### src/rtl/pipeline_pkg.sv
// pipeline_pkg: shared word width, PC step and prefetch FSM states
package pipeline_pkg;
  localparam int WORD_W = 32;
  localparam logic [WORD_W-1:0] PC_STEP = 32'd4;
  typedef enum logic {RUN, DRAIN} pf_state_e;
endpackage

### src/rtl/prefetch_fifo.sv
// prefetch_fifo: {pc, instr} queue with flush and a registered head entry
module prefetch_fifo
  import pipeline_pkg::*;
#(
  parameter int DEPTH = 4,
  localparam int CW = $clog2(DEPTH+1),
  localparam int AW = $clog2(DEPTH)
) (
  input  logic              clk_i,
  input  logic              rst_ni,
  input  logic              push,
  input  logic              pop,
  input  logic              flush,
  input  logic [WORD_W-1:0] push_pc,
  input  logic [WORD_W-1:0] push_instr,
  output logic [CW-1:0]     count,
  output logic [WORD_W-1:0] head_pc,
  output logic [WORD_W-1:0] head_instr
);
  logic [WORD_W-1:0] mem_pc [DEPTH];
  logic [WORD_W-1:0] mem_instr [DEPTH];
  logic [AW-1:0] wr_ptr, rd_ptr, rd_nxt;
  logic load_push, load_mem;
  assign rd_nxt = rd_ptr + 1'b1;
  // head takes the incoming word when the queue is (or is becoming) empty
  assign load_push = push && (count == '0 || (pop && count == CW'(1)));
  assign load_mem = pop && count > CW'(1);
  always_ff @(posedge clk_i) begin
    if (!rst_ni || flush) begin
      wr_ptr <= '0;
      rd_ptr <= '0;
      count <= '0;
    end else begin
      wr_ptr <= wr_ptr + AW'(push);
      rd_ptr <= rd_ptr + AW'(pop);
      count <= count + CW'(push) - CW'(pop);
    end
  end
  always_ff @(posedge clk_i) begin
    if (push && !flush) begin
      mem_pc[wr_ptr] <= push_pc;
      mem_instr[wr_ptr] <= push_instr;
    end
  end
  always_ff @(posedge clk_i) begin
    if (!rst_ni) begin
      head_pc <= '0;
      head_instr <= '0;
    end else if (!flush && load_push) begin
      head_pc <= push_pc;
      head_instr <= push_instr;
    end else if (!flush && load_mem) begin
      head_pc <= mem_pc[rd_nxt];
      head_instr <= mem_instr[rd_nxt];
    end
  end
endmodule

### src/rtl/inst_prefetch_buffer.sv
// inst_prefetch_buffer: instruction prefetch queue between imem and the IF/ID register.
// Define PREFETCH_PERF_EN to add the flush_cnt_o / empty_cnt_o performance counters.
module inst_prefetch_buffer
  import pipeline_pkg::*;
#(
  parameter int DEPTH = 4,
  parameter logic [WORD_W-1:0] RESET_PC = 32'h0000_0000
) (
  input  logic              clk_i,
  input  logic              rst_ni,
  input  logic              redirect_i,
  input  logic [WORD_W-1:0] redirect_pc_i,
  output logic              imem_req_o,
  output logic [WORD_W-1:0] imem_addr_o,
  input  logic              imem_rvalid_i,
  input  logic [WORD_W-1:0] imem_rdata_i,
  output logic              out_valid_o,
  input  logic              out_ready_i,
  output logic [WORD_W-1:0] out_pc_o,
  output logic [WORD_W-1:0] out_instr_o
`ifdef PREFETCH_PERF_EN
  ,
  output logic [31:0]       flush_cnt_o,
  output logic [31:0]       empty_cnt_o
`endif
);
  localparam int CW = $clog2(DEPTH+1);
  pf_state_e state, state_nxt;
  logic [WORD_W-1:0] fetch_pc, resp_pc;
  logic [CW-1:0] count, outstanding, discard, in_flight;
  logic rvalid_ok, push, pop;
  // responses with nothing outstanding belong to requests killed by reset
  assign rvalid_ok = imem_rvalid_i && outstanding != '0;
  assign in_flight = outstanding - CW'(rvalid_ok);
  assign pop = out_valid_o && out_ready_i;
  assign out_valid_o = count != '0;
  assign imem_addr_o = fetch_pc;
  always_ff @(posedge clk_i) begin
    if (!rst_ni) state <= RUN;
    else state <= state_nxt;
  end
  always_comb begin
    state_nxt = state == RUN ? ((redirect_i && in_flight != '0) ? DRAIN : RUN)
              : ((discard == '0 || (rvalid_ok && discard == CW'(1))) ? RUN : DRAIN);
  end
  always_comb begin
    imem_req_o = rst_ni && state == RUN && !redirect_i
              && ({1'b0, count} + {1'b0, outstanding} < (CW+1)'(DEPTH));
    push = rvalid_ok && state == RUN && !redirect_i;
  end
  always_ff @(posedge clk_i) begin
    if (!rst_ni) begin
      fetch_pc <= RESET_PC;
      resp_pc <= RESET_PC;
      outstanding <= '0;
      discard <= '0;
    end else begin
      fetch_pc <= redirect_i ? redirect_pc_i : imem_req_o ? fetch_pc + PC_STEP : fetch_pc;
      resp_pc <= redirect_i ? redirect_pc_i : push ? resp_pc + PC_STEP : resp_pc;
      outstanding <= outstanding + CW'(imem_req_o) - CW'(rvalid_ok);
      discard <= state == RUN ? (redirect_i ? in_flight : '0)
               : discard - CW'(rvalid_ok && discard != '0);
    end
  end
  prefetch_fifo #(.DEPTH(DEPTH)) u_fifo (
    .clk_i(clk_i),
    .rst_ni(rst_ni),
    .push(push),
    .pop(pop),
    .flush(redirect_i),
    .push_pc(resp_pc),
    .push_instr(imem_rdata_i),
    .count(count),
    .head_pc(out_pc_o),
    .head_instr(out_instr_o)
  );
`ifdef PREFETCH_PERF_EN
  always_ff @(posedge clk_i) begin
    if (!rst_ni) begin
      flush_cnt_o <= '0;
      empty_cnt_o <= '0;
    end else begin
      flush_cnt_o <= flush_cnt_o + 32'(redirect_i);
      empty_cnt_o <= empty_cnt_o + 32'(!out_valid_o && state == RUN);
    end
  end
`endif
endmodule

### config.mk
export PLATFORM = sky130hd
export DESIGN_NAME = inst_prefetch_buffer
export DESIGN_NICKNAME = d
export VERILOG_FILES = /design/src/rtl/pipeline_pkg.sv /design/src/rtl/prefetch_fifo.sv /design/src/rtl/inst_prefetch_buffer.sv
export SDC_FILE = /design/constraint.sdc
export NUM_CORES = 1
export LEC_CHECK = 0
export ABC_CLOCK_PERIOD_IN_PS = 8020
export BUFFER_PORTS_ARGS = -buffer_cell sky130_fd_sc_hd__buf_2
export CORE_UTILIZATION = 55
export CTS_BUF_LIST = sky130_fd_sc_hd__clkbuf_2 sky130_fd_sc_hd__clkbuf_4 sky130_fd_sc_hd__clkbuf_8
export CTS_CLUSTER_SIZE = 12
export DETAILED_ROUTE_END_ITERATION = 16
export GPL_TIMING_DRIVEN = 0
export PLACE_DENSITY = 0.75
export REMOVE_ABC_BUFFERS = 1
export SLEW_MARGIN = 20
export SYNTH_ARGS = -nofsm -noshare
export SYNTH_HDL_FRONTEND = slang
export SYNTH_SLANG_ARGS = --single-unit
### constraint.sdc
create_clock -name clk_i -period 8.02 [get_ports clk_i]
set_input_delay 1.203 -clock clk_i [delete_from_list [all_inputs] [get_ports clk_i]]
set_output_delay 1.203 -clock clk_i [all_outputs]
set_load 0.005 [all_outputs]
==> impl_results.md <==
- GRT Residual Overflow: 0
- Sink Count: just under 400
- Critical path arrival: 2900 ps
- Clock latency on the worst-skew pair: about 600 ps
- CTS Buf Count: 61
- Final Hold Vio Count: 0
- Routability cong.: 0.822
- Power per cell area: ~260 nW/µm²
- Setup slack after layout: slightly below 4000 ps
- Synth warn: 0
- Placed inst area: 17500 µm²
- FF+latch count, synth: between 300 and 400
- RR Startpoint: state$_SDFF_PN0_
- Nets: ~1.4k
- Reg-to-reg endpoint: u_fifo.mem_instr[0][0]$_DFFE_PP_
- Initial DRC count: 772
- Critical path's most frequent cell: buf_2
- Vias in the first global route: around 9.5k
- Hold EP: imem_addr_o[0]$_SDFFE_PN0P_
- Number of buffers and inverters on the critical path: 3
- CP delay by family, top: buffers and inverters
- Startpoint types: input pin
- Ys flop type: edfxtp_1
- Fmax: 0.244 GHz
- Row cnt: between 60 and 70
- WL/cell: about 20 µm
- Dpl cells: between 1.5k and 2k
- Fillers: about 2.1k
- H-tree levels: 2
- Max-cap viol count: 0
- DR vias/cell: approximately 5.7
- Peak supply drop: approximately 0.00014 V
- Crit-path max FO: between 90 and 100
- Final ANT Viol Nets: 0
- CTS tree: yes
- Chip Width: ~170 µm
- # hold bufs at CTS: 0
- Register area share after synthesis: roughly 66%
- Share of cells above drive strength 1: ~30%
- Crit path max-delay cell type: clkinv_4
- Initial antenna violation count: 0
- Hold Startpoint: imem_addr_o[0]$_SDFFE_PN0P_
- # port buffers: around 170
- Ranking of synthesized cells by area: edfxtp_1 (49%), dfxtp_1 (18%), mux4_2 (9.1%), mux2i_1 (4.2%), a21oi_1 (3.9%)
- Clock-pin slew on the worst setup and hold paths: 60 ps
- Post-CTS setup buffers: 0
- P&R area growth vs syn: 18.7%
- Die area: just under 30000 µm²
- Worst Tran Pin Value: 869 ps
- Busiest grt layer: met2
- Mapped Cells: roughly 1.1k
- Crit path capture type: primary output
- Slowest cell delay on critical path: ~500 ps
- Mapped Avg Cell Area: 14.8 µm²
- Worst slack, placed: between 3000 and 4000 ps
- Netlist cell types: slightly above 50
- Clk_skew: roughly 28 ps
- Worst min-delay path class: reg -> reg
- WP data required: about 6800 ps
- Final slew viol count: 0
- Final period demand of the worst path: about 4000 ps
- Clk buf depth: 3
- Vias post-DR: a little under 10k
- Total GRT Usage: a little under a quarter
- Yosys top cell area share: between 40% and 50%
- Post-synth EDFFs: between 200 and 300
- Netlist Area Pre-Place: ~16000 µm²
- Clock root buffer: clkbuf_8
- Slew margin rel.: 41.8%
- Post-DP HPWL: ~21 mm
- Detailed Routing Iterations Pass 1: 5
- Leak pwr: 0.00715 µW
- Layout Cells excl Fill: ~1.7k
- DRC Markers: 0
- Die Height: 172 µm
- Worst reg-to-reg setup slack: ~5000 ps
- Reg2Reg Depth: 7
- Setup-failing EPs final: 0
- GR Layer Usage met1: 32.5%
- Period utilisation layout: roughly 51%
- Final wirelength: roughly 33 mm
- Post-synth top area cell: edfxtp_1
- Post-synth ARST share: 0%
- Initial core utilization: 56.4%
- Core area: ~28000 µm²
- Largest net degree at the start of global routing: 100
- Worst path cell trace: buf_2, clkinv_4, nand2_1, nor3_1, buf_2
- Crit Path Class: in -> out
- Io pins: 167
- Worst Setup SP: redirect_i
- Run status: finished clean
- Final Power: between 4000 and 5000 µW
- Final instance area: about 19000 µm²
- Global-route wire length before repair: around 52 mm
- CTS resizes: 0
- RSZ-0062 raised after global routing: no
- GR Util met3: 4.14%
- Worst Hold Depth: 2
- Fin Hold WS: around 460 ps
- Met2 global-route usage: 37.7%
through the flow:
stage / TNS (ps) / util [%]
after floorplan: 0 / -
after global placement: -312490 / 60.1
after detailed placement: 0 / 62.2
after CTS: 0 / 66.9
after global routing: 0 / 66.9
final: 0 / 66.9
synthesized netlist by cell type (2+ instances only):
| cell | n |
|---|---|
| edfxtp_1 | 256 |
| dfxtp_1 | 142 |
| a21oi_1 | 125 |
| mux2i_1 | 66 |
| mux4_2 | 64 |
| o21ai_1 | 56 |
| xor2_1 | 46 |
| clkbuf_1 | 43 |
| o21ai_0 | 39 |
| nand2_1 | 27 |
| nand4_1 | 25 |
| nand3_1 | 23 |
| and3_1 | 16 |
| nor2_1 | 16 |
| ha_1 | 15 |
| inv_1 | 15 |
| xnor2_1 | 15 |
| buf_2 | 14 |
| nor3_1 | 7 |
| and2_1 | 6 |
| and4_1 | 6 |
| or3_1 | 5 |
| a211oi_1 | 4 |
| buf_1 | 4 |
| nor4_1 | 4 |
| nor4_4 | 3 |
| a21boi_1 | 2 |
| fa_1 | 2 |
| nand2b_1 | 2 |
| nand3b_1 | 2 |
| nor3_2 | 2 |
cell families (layout without fill, tap and decap cells):
kind of cell | Yosys count | count (layout) | share of synthesized area, %
buffers and inverters | 79 | 324 | 2.05
XOR/XNOR | 61 | 61 | 3.37
AND/OR/NAND/NOR | 153 | 153 | 5.72
multiplexers | 131 | 131 | 13.3
flip-flops | 398 | 398 | 66.5
other | 0 | 1 | 0
AO/OA/AOI/OAI | 233 | 233 | 7.59
adder cells (fa/ha/maj) | 17 | 17 | 1.44
area by class of cell:
type	instances	area, µm²	share of cell area, %
diodes	1	2.50	0.0133
clock buffers	104	1250	6.65
clock inverters	12	82.6	0.439
inverters	16	65.1	0.346
multi-input cells	595	5040	26.8
flip-flops and latches	398	10500	56.1
well taps	378	473	2.52
repair buffers	192	1340	7.14
worst max path at each step:
| stage | end | slack, ps | cells after the start |
|---|---|---|---|
| floorplan | u_fifo.mem_instr[0][0]$_DFFE_PP_ | 1180 | 3 |
| global placement | u_fifo.mem_instr[0][30]$_DFFE_PP_ | -3360 | 3 |
| detailed placement | imem_req_o | 3910 | 5 |
| CTS | imem_req_o | 3910 | 5 |
| global route | imem_req_o | 3750 | 5 |
| finish | imem_req_o | 3920 | 5 |
routing by layer:
| layer | routed length [µm] | up-vias |
|---|---|---|
| met1 | 14900 | 4759 |
| met5 | 0 | - |
| met4 | 561 | 0 |
| met3 | 1870 | 46 |
| met2 | 16000 | 310 |
| li1 | - | 4560 |
layout by cell type (no fill, tap or decap), types with 5 or more instances in the layout:
master / instances
and3_1: 15
nand4_1: 25
o21ai_1: 56
and2_1: 6
edfxtp_1: 256
o21ai_0: 39
xor2_1: 46
mux2i_1: 66
ha_1: 15
or3_1: 5
nand2_1: 27
clkinv_2: 6
buf_2: 166
clkbuf_8: 75
buf_16: 13
buf_6: 5
nor2_1: 15
mux4_2: 64
buf_4: 5
nand3_1: 23
a21oi_1: 125
dfxtp_1: 140
and4_1: 6
nor3_1: 7
xnor2_1: 15
clkbuf_4: 29
inv_1: 15
report_power, final:
group | switching [µW] | internal [µW] | total, µW
sequential | 115 | 2350 | 2470
clock | 744 | 1010 | 1750
combinational | 315 | 265 | 580
total | 1170 | 3630 | 4800
registers in the layout (all words and copies together) (netlist names):
signal	flops
resp_pc	32
outstanding	3
u_fifo.mem_instr	128
u_fifo.head_pc	32
u_fifo.wr_ptr	2
discard	3
u_fifo.head_instr	32
u_fifo.count	3
state	1
u_fifo.mem_pc	128
imem_addr_o	32
u_fifo.rd_ptr	2
tightest hold or removal path: stages (launching register included):
cell and delay [ps]:
dfxtp_1 300, nand2_1 50, a21oi_1 50
(Power assumes the default switching activity.)
